File: config.mk
export PLATFORM = sky130hd
export DESIGN_NAME = uart_mem_loader_flat
export DESIGN_NICKNAME = d
export VERILOG_FILES = /design/src/rtl/uart_mem_loader_if.sv /design/src/rtl/uart_mem_loader.sv /design/src/flat_wrapper.sv
export SDC_FILE = /design/constraint.sdc
export NUM_CORES = 1
export LEC_CHECK = 0
export ABC_CLOCK_PERIOD_IN_PS = 2260
export CORE_UTILIZATION = 33
export DETAILED_ROUTE_END_ITERATION = 12
export PLACE_DENSITY = 0.55
export SLEW_MARGIN = 20
export SYNTH_ARGS = -nofsm -noshare
export SYNTH_HDL_FRONTEND = slang
export SYNTH_SLANG_ARGS = --single-unit
File: constraint.sdc
create_clock -name clk_100 -period 2.26 [get_ports clk_100]
set_input_delay 0.565 -clock clk_100 [delete_from_list [all_inputs] [get_ports clk_100]]
set_output_delay 0.565 -clock clk_100 [all_outputs]
set_load 0.005 [all_outputs]
File: src/rtl/uart_mem_loader_if.sv
// Memory I/O write port driven by the UART program loader.
// Registered address/data with a one-cycle write strobe; no backpressure from the memory side.
interface uart_mem_loader_if #(
    parameter int ADDR_W = 16
);
    logic [ADDR_W-1:0] addr_io;
    logic [15:0]       data_in_io;
    logic              we_io;

    modport master (output addr_io, data_in_io, we_io);
    modport slave  (input  addr_io, data_in_io, we_io);
endinterface

File: src/rtl/uart_mem_loader.sv
// UART 8N1 receiver pairing bytes (high first) into 16-bit words written to consecutive addresses.
// we_io rises 2 cycles after the low byte's stop-bit sample; no backpressure, the memory port always accepts.
module uart_mem_loader #(
    parameter int                CLKS_PER_BIT = 868,
    parameter int                ADDR_W       = 16,
    parameter logic [ADDR_W-1:0] BASE_ADDR    = '0,
    parameter logic [15:0]       END_WORD     = 16'hFFFF
) (
    input  logic                      clk_100,
    input  logic                      rst,
    input  logic                      enable,
    input  logic                      rx,
    uart_mem_loader_if.master         mem,
    output logic                      led_rx,
    output logic                      done,
    output logic                      frame_err,
    output logic [15:0]               word_count
);
    localparam int CNT_W = (CLKS_PER_BIT > 2) ? $clog2(CLKS_PER_BIT) : 1;
    localparam logic [CNT_W-1:0] CNT_FULL = CNT_W'(CLKS_PER_BIT - 1);
    localparam logic [CNT_W-1:0] CNT_HALF = CNT_W'(CLKS_PER_BIT / 2 - 1);

    typedef enum logic [1:0] {ST_IDLE, ST_START, ST_DATA, ST_STOP} rx_state_t;

    logic              r_rx_meta;
    logic              r_rx_sync;
    logic              r_armed;
    rx_state_t         r_state;
    logic [CNT_W-1:0]  r_clk_cnt;
    logic [2:0]        r_bit_idx;
    logic [7:0]        r_shift;
    logic              r_byte_vld;
    logic              r_led_rx;
    logic              r_frame_err;

    logic              r_phase_lo;
    logic [7:0]        r_hi;
    logic [15:0]       r_word;
    logic              r_word_vld;
    logic              r_done;
    logic              r_we;
    logic [ADDR_W-1:0] r_addr;
    logic [15:0]       r_data;
    logic [15:0]       r_count;

    always_ff @(posedge clk_100) begin
        if (rst) begin
            r_rx_meta <= 1'b1;
            r_rx_sync <= 1'b1;
        end else begin
            r_rx_meta <= rx;
            r_rx_sync <= r_rx_meta;
        end
    end

    // r_armed blocks a frame already in flight when enable rises; a high line must be seen first.
    always_ff @(posedge clk_100) begin
        if (rst || !enable) begin
            r_state     <= ST_IDLE;
            r_clk_cnt   <= '0;
            r_bit_idx   <= '0;
            r_shift     <= '0;
            r_byte_vld  <= 1'b0;
            r_frame_err <= 1'b0;
            r_led_rx    <= 1'b0;
            r_armed     <= 1'b0;
        end else begin
            r_byte_vld  <= 1'b0;
            r_frame_err <= 1'b0;
            if (r_rx_sync)
                r_armed <= 1'b1;
            case (r_state)
                ST_IDLE: begin
                    if (r_armed && !r_rx_sync) begin
                        r_state   <= ST_START;
                        r_clk_cnt <= '0;
                        r_bit_idx <= '0;
                        r_led_rx  <= 1'b1;
                    end
                end
                ST_START: begin
                    if (r_clk_cnt == CNT_HALF) begin
                        r_clk_cnt <= '0;
                        if (!r_rx_sync) begin
                            r_state <= ST_DATA;
                        end else begin
                            r_state  <= ST_IDLE;
                            r_led_rx <= 1'b0;
                        end
                    end else begin
                        r_clk_cnt <= r_clk_cnt + 1'b1;
                    end
                end
                ST_DATA: begin
                    if (r_clk_cnt == CNT_FULL) begin
                        r_clk_cnt <= '0;
                        r_shift   <= {r_rx_sync, r_shift[7:1]};
                        r_bit_idx <= r_bit_idx + 1'b1;
                        if (r_bit_idx == 3'd7)
                            r_state <= ST_STOP;
                    end else begin
                        r_clk_cnt <= r_clk_cnt + 1'b1;
                    end
                end
                ST_STOP: begin
                    if (r_clk_cnt == CNT_FULL) begin
                        r_clk_cnt   <= '0;
                        r_state     <= ST_IDLE;
                        r_led_rx    <= 1'b0;
                        r_byte_vld  <= r_rx_sync;
                        r_frame_err <= !r_rx_sync;
                    end else begin
                        r_clk_cnt <= r_clk_cnt + 1'b1;
                    end
                end
                default: begin
                    r_state  <= ST_IDLE;
                    r_led_rx <= 1'b0;
                end
            endcase
        end
    end

    always_ff @(posedge clk_100) begin
        if (rst) begin
            r_phase_lo <= 1'b0;
            r_hi       <= '0;
            r_word     <= '0;
            r_word_vld <= 1'b0;
            r_done     <= 1'b0;
            r_we       <= 1'b0;
            r_addr     <= BASE_ADDR;
            r_data     <= '0;
            r_count    <= '0;
        end else if (!enable) begin
            r_phase_lo <= 1'b0;
            r_word_vld <= 1'b0;
            r_done     <= 1'b0;
            r_we       <= 1'b0;
            r_addr     <= BASE_ADDR;
            r_count    <= '0;
        end else begin
            r_word_vld <= 1'b0;
            r_we       <= 1'b0;
            if (r_byte_vld && !r_done) begin
                if (!r_phase_lo) begin
                    r_hi       <= r_shift;
                    r_phase_lo <= 1'b1;
                end else begin
                    r_word     <= {r_hi, r_shift};
                    r_word_vld <= 1'b1;
                    r_phase_lo <= 1'b0;
                end
            end
            if (r_word_vld && !r_done) begin
                if (r_word == END_WORD) begin
                    r_done <= 1'b1;
                end else begin
                    r_data <= r_word;
                    r_we   <= 1'b1;
                end
            end
            // Address advances after the strobe so addr_io is valid during it.
            if (r_we) begin
                r_addr <= r_addr + 1'b1;
                if (r_count != 16'hFFFF)
                    r_count <= r_count + 1'b1;
            end
        end
    end

    assign mem.addr_io    = r_addr;
    assign mem.data_in_io = r_data;
    assign mem.we_io      = r_we;
    assign led_rx         = r_led_rx;
    assign done           = r_done;
    assign frame_err      = r_frame_err;
    assign word_count     = r_count;
endmodule

File: src/flat_wrapper.sv
// flat-port wrapper written by rule: the top's interface ports become plain ports
module uart_mem_loader_flat 
#(
    parameter int                CLKS_PER_BIT = 868,
    parameter int                ADDR_W       = 16,
    parameter logic [ADDR_W-1:0] BASE_ADDR    = '0,
    parameter logic [15:0]       END_WORD     = 16'hFFFF
)
  (clk_100, rst, enable, rx, led_rx, done, frame_err, word_count, mem_addr_io, mem_data_in_io, mem_we_io);
  uart_mem_loader_if #(.ADDR_W(ADDR_W)) mem_i ();
  input  logic clk_100;
  input  logic rst;
  input  logic enable;
  input  logic rx;
  output logic led_rx;
  output logic done;
  output logic frame_err;
  output logic [15:0] word_count;
  output wire logic [$bits(mem_i.addr_io)-1:0] mem_addr_io;
  output wire logic [$bits(mem_i.data_in_io)-1:0] mem_data_in_io;
  output wire logic [$bits(mem_i.we_io)-1:0] mem_we_io;
  assign mem_addr_io = mem_i.addr_io;
  assign mem_data_in_io = mem_i.data_in_io;
  assign mem_we_io = mem_i.we_io;
  uart_mem_loader #(.CLKS_PER_BIT(CLKS_PER_BIT), .ADDR_W(ADDR_W), .BASE_ADDR(BASE_ADDR), .END_WORD(END_WORD)) u_core (.clk_100(clk_100), .rst(rst), .enable(enable), .rx(rx), .mem(mem_i), .led_rx(led_rx), .done(done), .frame_err(frame_err), .word_count(word_count));
endmodule
==> results of run 1 <==
## cell usage after synthesis, types with 7 or more instances
master    count
nor2_1       65
dfxtp_1     105
nand2_1      78
mux2i_1      24
nor3_1       13
clkbuf_1     14
xor2_1       19
o21ai_0      10
inv_1         7
nand3_1      24
a21oi_1      34
nand4_1      14
## area by class of cell
| type | count | area [um2] |
|---|---|---|
| Fill cell | 1283 | 7323 |
| Multi-Input combinational cell | 363 | 2141 |
| Sequential cell | 105 | 2102 |
| Timing Repair Buffer | 67 | 653.1 |
| Clock buffer | 9 | 225.2 |
| Tap cell | 172 | 215.2 |
| Clock inverter | 7 | 87.58 |
| Inverter | 7 | 26.28 |
## power groups by stage
stage	clock network [mW]	registers, mW	logic [mW]
floorplan	0	1.90	0.0397
global placement	0	1.90	0.0585
detailed placement	0	1.90	0.0589
CTS	1.68	1.85	0.0594
global route	1.76	1.85	0.0644
finish	1.63	1.85	0.0579
## path summary, 6_finish.rpt
path	startpoint	endpoint	slack (ns)	depth (start not counted)
max	u_core.mem.we_io$_SDFF_PP0_	mem_we_io	0.30	1
min	u_core.r_rx_meta$_SDFF_PP1_	u_core.r_rx_sync$_SDFF_PP1_	0.41	1
max reg2reg	u_core.r_clk_cnt[1]$_SDFFE_PP0P_	u_core.r_clk_cnt[5]$_SDFFE_PP0P_	0.37	7
min reg2reg	u_core.r_rx_meta$_SDFF_PP1_	u_core.r_rx_sync$_SDFF_PP1_	0.41	1
## metrics by stage
stage	area, um2	power, mW	worst slack [ns]	util (%)
2_1_floorplan	4372	1.936	0.5655	-
3_5_place_dp	5137	1.956	0.1933	40.22
5_1_grt	5450	3.682	0.1826	42.67
4_1_cts	5450	3.593	0.2742	42.67
3_3_place_gp	5137	1.956	0.2503	40.22
6_report	5450	3.540	0.3047	42.67
## metal layers
layer  vias to the layer above  wire [um]
met3                         6        276
met1                      1646       4604
met5                         -          0
met2                        52       4236
met4                         0         80
li1                       1836          -
## flip-flops by register name (all words and copies together) (netlist names), 3 cells and up, named ones only
signal / count
u_core.word_count: 16
u_core.r_word: 16
u_core.r_hi: 8
u_core.mem.addr_io: 16
u_core.r_clk_cnt: 10
u_core.r_bit_idx: 3
u_core.r_shift: 8
u_core.mem.data_in_io: 16
## cells by family after synthesis
kind of cell	synth area share [%]
and+or+nand+nor	26.65
AOI/OAI and AO/OA	10.05
buffers and inverters	3.005
xor gates and xnor gates	5.009
DFF	48.08
muxes	5.495
adders and majority gates	1.717
==> flow_summary.ini, run 1 <==
[routing]
routed_via_density = 4.849
ant_nets = 0
drtPass1Iterations = 4
wl_per_cell_um = 12.60
drt_iter0_markers = 179
wl_mm = 9.198
drc = 0
via_count = 3540

[worst_setup_path]
cp.arrival_ns = 1.39
endpoint_kind = primary output
max_stage_delay_ns = 0.57
slowest_stage = clkdlybuf4s50_1
cp_cell_sequence = clkdlybuf4s50_1
crit_fanout = 7
required_ns = 1.69
worstSetupPathType = reg -> out
crit_family = buffers and inverters
cp-start-kind = flip-flop
crit_buf_inv = 1

[yosys]
yosys_warnings = 0
netlist_instances = 496
ys_async_sr_fraction_pct = 0
synth_ff_type = dfxtp_1
syn-cell-area_mm2 = 0.004372
ys_ff_latch = 105
synthDominantCellAreaShare_pct = 48.08
ys_types = 57
post-synth-top-area-cell = dfxtp_1
avgSynthCellArea_um2 = 8.814
ys_top_cells_by_area = dfxtp_1 (48%), nand2_1 (6.7%), nor2_1 (5.6%)
synth-seq-area-share_pct = 48.08
synth_edf_count = 0
synth_nets = 506

[timing]
hold_violations = 0
slew_headroom_pct = 61.90
period_minus_slack_ns = 1.955
skew_ns = 0.01205
fmax_mhz = 511.4
whs_ns = 0.4129
final.period_utilization_pct = 86.52
tns_ns = 0
worstMarginPinSlew_ns = 0.5671
slew_violations = 0
setup-violations-final = 0
rsz0062_at_grt = false

[status]
status = finished, final reports clean

[job]
max_cap_violations = 0

[clocking]
cts_buffers = 9
clk_latency_ns = 0.35
cts.path.max_buffers = 2
cts_setup_buffers = 0
cts_resized = 0
root_buffer = clkbuf_16
path_clk_slew_ns = 0.07
postCtsHoldBufs = 0
cts_tree = built
htreeDepth = 3
cts_sinks = 105

[global_route]
grt_pass1_vias = 3285
grtUsageMet2_pct = 23.04
met1_usage_pct = 19.23
grt_use_total_pct = 14.52
antenna_found_initial = 0
grt_max_degree = 43
grt_pass1_wl_mm = 15.66
grt_overflow = 0
busiest_layer = met2
use_met3_pct = 3.296

[power_and_ir_drop]
vdd_ir_drop_max_mv = 0.4258
p_clk_share_pct = 46.0
power_density_mw_per_mm2 = 649.6
p_sw_uw = 785.8
p_int_mw = 2.754
swShare_pct = 22.20
p_comb_share_pct = 1.6
p_leak_nw = 1.779
p_seq_share_pct = 52.4

[cells_and_area]
final_common_cell = dfxtp_1
final_cell_mix = dfxtp_1 (105), nand2_1 (78), nor2_1 (65), clkdlybuf4s50_1 (55), a21oi_1 (34)
layoutNonFillerInstCount = 730
drive_above_1_share_pct = 7.885
area_growth_pct = 24.67
nNetsFinal = 563
antennaDiodeCount = 0

[floorplan]
die_x_um = 117.1
dieArea_mm2 = 0.01371
core_mm2 = 0.01277
start_util_pct = 34.22
die_h_um = 117.1
ioPinCount = 56
num_rows = 41

[placed_design]
place_congestion = 0.7900
hpwlAfterDp_mm = 6.492
portBuffers = 55
dp_cells = 714

[worst_hold_path]
hold_path_class = reg -> reg
(Power assumes the default switching activity.)
==> run 2: changes to the inputs <==
--- a/config.mk
+++ b/config.mk
@@ -8,7 +8,6 @@
 export ABC_CLOCK_PERIOD_IN_PS = 2260
 export CORE_UTILIZATION = 33
 export DETAILED_ROUTE_END_ITERATION = 12
-export PLACE_DENSITY = 0.55
 export SLEW_MARGIN = 20
 export SYNTH_ARGS = -nofsm -noshare
 export SYNTH_HDL_FRONTEND = slang
==> run 2 against run 1 <==
Net effect:
- worst setup slack gained 0.039 ns
- clock-buffer cell count grew 1
- combinational power shrank 0.7%
- non-clock buffer count shrank 4
- largest cell class unchanged
- largest power group unchanged
==> flow_summary.ini, run 2 (synthesis gave the netlist of run 1 again) <==
[floorplan]
ioPinCount = 56
num_rows = 41
dieArea_mm2 = 0.01371
die_x_um = 117.1
core_mm2 = 0.01277
start_util_pct = 34.22
die_h_um = 117.1

[routing]
routed_via_density = 4.872
drt_iter0_markers = 230
top_layer = met4
wl_met2_mm = 4.134
ant_nets = 0
wl_mm = 9.174
drtPass1Iterations = 4
m1WireLength_mm = 4.563
drc = 0
via_count = 3537
wl_per_cell_um = 12.64
wl_met3_um = 325

[timing]
setup-violations-final = 0
hold_violations = 0
postLayoutSetupSlackWorst_ns = 0.3442
rsz0062_at_grt = false
slew_headroom_pct = 62.41
worstMarginPinSlew_ns = 0.5596
period_minus_slack_ns = 1.916
skew_ns = 0.006239
whs_ns = 0.4160
final.period_utilization_pct = 84.77
slew_violations = 0
tns_ns = 0
fmax_mhz = 522.0

[placed_design]
placed_cell_area_mm2 = 0.005120
place_congestion = 0.8227
portBuffers = 55
place_ws_ns = 0.1810
dp_cells = 710
hpwlAfterDp_mm = 6.421

[clocking]
clk_latency_ns = 0.35
htreeDepth = 3
postCtsHoldBufs = 0
cts_tree = built
root_buffer = clkbuf_16
cts_sinks = 105
cts.path.max_buffers = 2
cts_setup_buffers = 0
path_clk_slew_ns = 0.07
cts_resized = 0
cts_buffers = 9

[worst_setup_path]
cp.arrival_ns = 1.35
slowest_stage = clkdlybuf4s50_1
max_stage_delay_ns = 0.55
worstSetupPathType = reg -> out
cp-start-kind = flip-flop
crit_fanout = 5
crit_family = buffers and inverters
cp_cell_sequence = clkdlybuf4s50_1
endpoint_kind = primary output
required_ns = 1.69
crit_buf_inv = 1

[global_route]
grt_overflow = 0
antenna_found_initial = 0
grt_pass1_wl_mm = 15.38
grt_use_total_pct = 14.52
grt_max_degree = 50
grt_pass1_vias = 3214

[power_and_ir_drop]
vdd_ir_drop_max_mv = 0.3233
finalPower_mw = 3.608
p_leak_nw = 1.766
power_density_mw_per_mm2 = 662.6

[cells_and_area]
layoutNonFillerInstCount = 726
fillers = 1251
final_cell_mix = dfxtp_1 (105), nand2_1 (78), nor2_1 (65), clkdlybuf4s50_1 (55), a21oi_1 (34)
area_growth_pct = 24.56
antennaDiodeCount = 0
final_core_util_pct = 42.63
final_area_mm2 = 0.005445
drive_above_1_share_pct = 7.040
nNetsFinal = 559
final_common_cell = dfxtp_1

[job]
max_cap_violations = 0

[worst_hold_path]
hold_path_class = reg -> reg

[status]
status = finished, final reports clean
==> run 2: changes by cell type in the layout (fill, tap and decap cells not counted) <==
cell,before,now
buf_12,1,2
clkbuf_1,0,1
clkinv_4,3,0
clkinvlp_4,0,1
inv_8,2,1
bufinv_16,1,2
inv_6,1,2
buf_4,11,6
==> run 2: path summary, 6_finish.rpt <==
path,start,endpoint,slack [ns],cells after the start
hold reg to reg,u_core.r_rx_meta$_SDFF_PP1_,u_core.r_rx_sync$_SDFF_PP1_,0.42,1
setup / recovery,u_core.word_count[12]$_SDFFE_PP0P_,word_count[12],0.34,1
hold / removal,u_core.r_rx_meta$_SDFF_PP1_,u_core.r_rx_sync$_SDFF_PP1_,0.42,1
setup reg to reg,u_core.r_clk_cnt[0]$_SDFFE_PP0P_,u_core.r_bit_idx[1]$_SDFFE_PP0P_,0.36,6
==> run 2: power breakdown <==
part,leakage [nW],internal [mW],switching (mW),total [mW]
Sequential,0.846,1.85,0.00281,1.85
Clock,0.156,0.987,0.709,1.70
Combinational,0.765,0.0171,0.0404,0.0575
Total,1.77,2.86,0.752,3.61
==> run 2: final cells by class <==
| type | count | area (um2) | area share [%] |
|---|---|---|---|
| well taps | 172 | 215.2 | 3.952 |
| flip-flops and latches | 105 | 2102 | 38.60 |
| repair buffers | 63 | 635.6 | 11.67 |
| multi-input cells | 363 | 2141 | 39.32 |
| clock buffers | 10 | 229.0 | 4.205 |
| clock inverters | 6 | 96.34 | 1.769 |
| inverters | 7 | 26.28 | 0.4825 |
==> run 2: layer usage <==
metal | vias up | track usage, %
met2 | 56 | 22.88
met4 | 0 | 5.148
met1 | 1642 | 18.79
li1 | 1824 | -
met5 | - | 0
met3 | 15 | 4.480
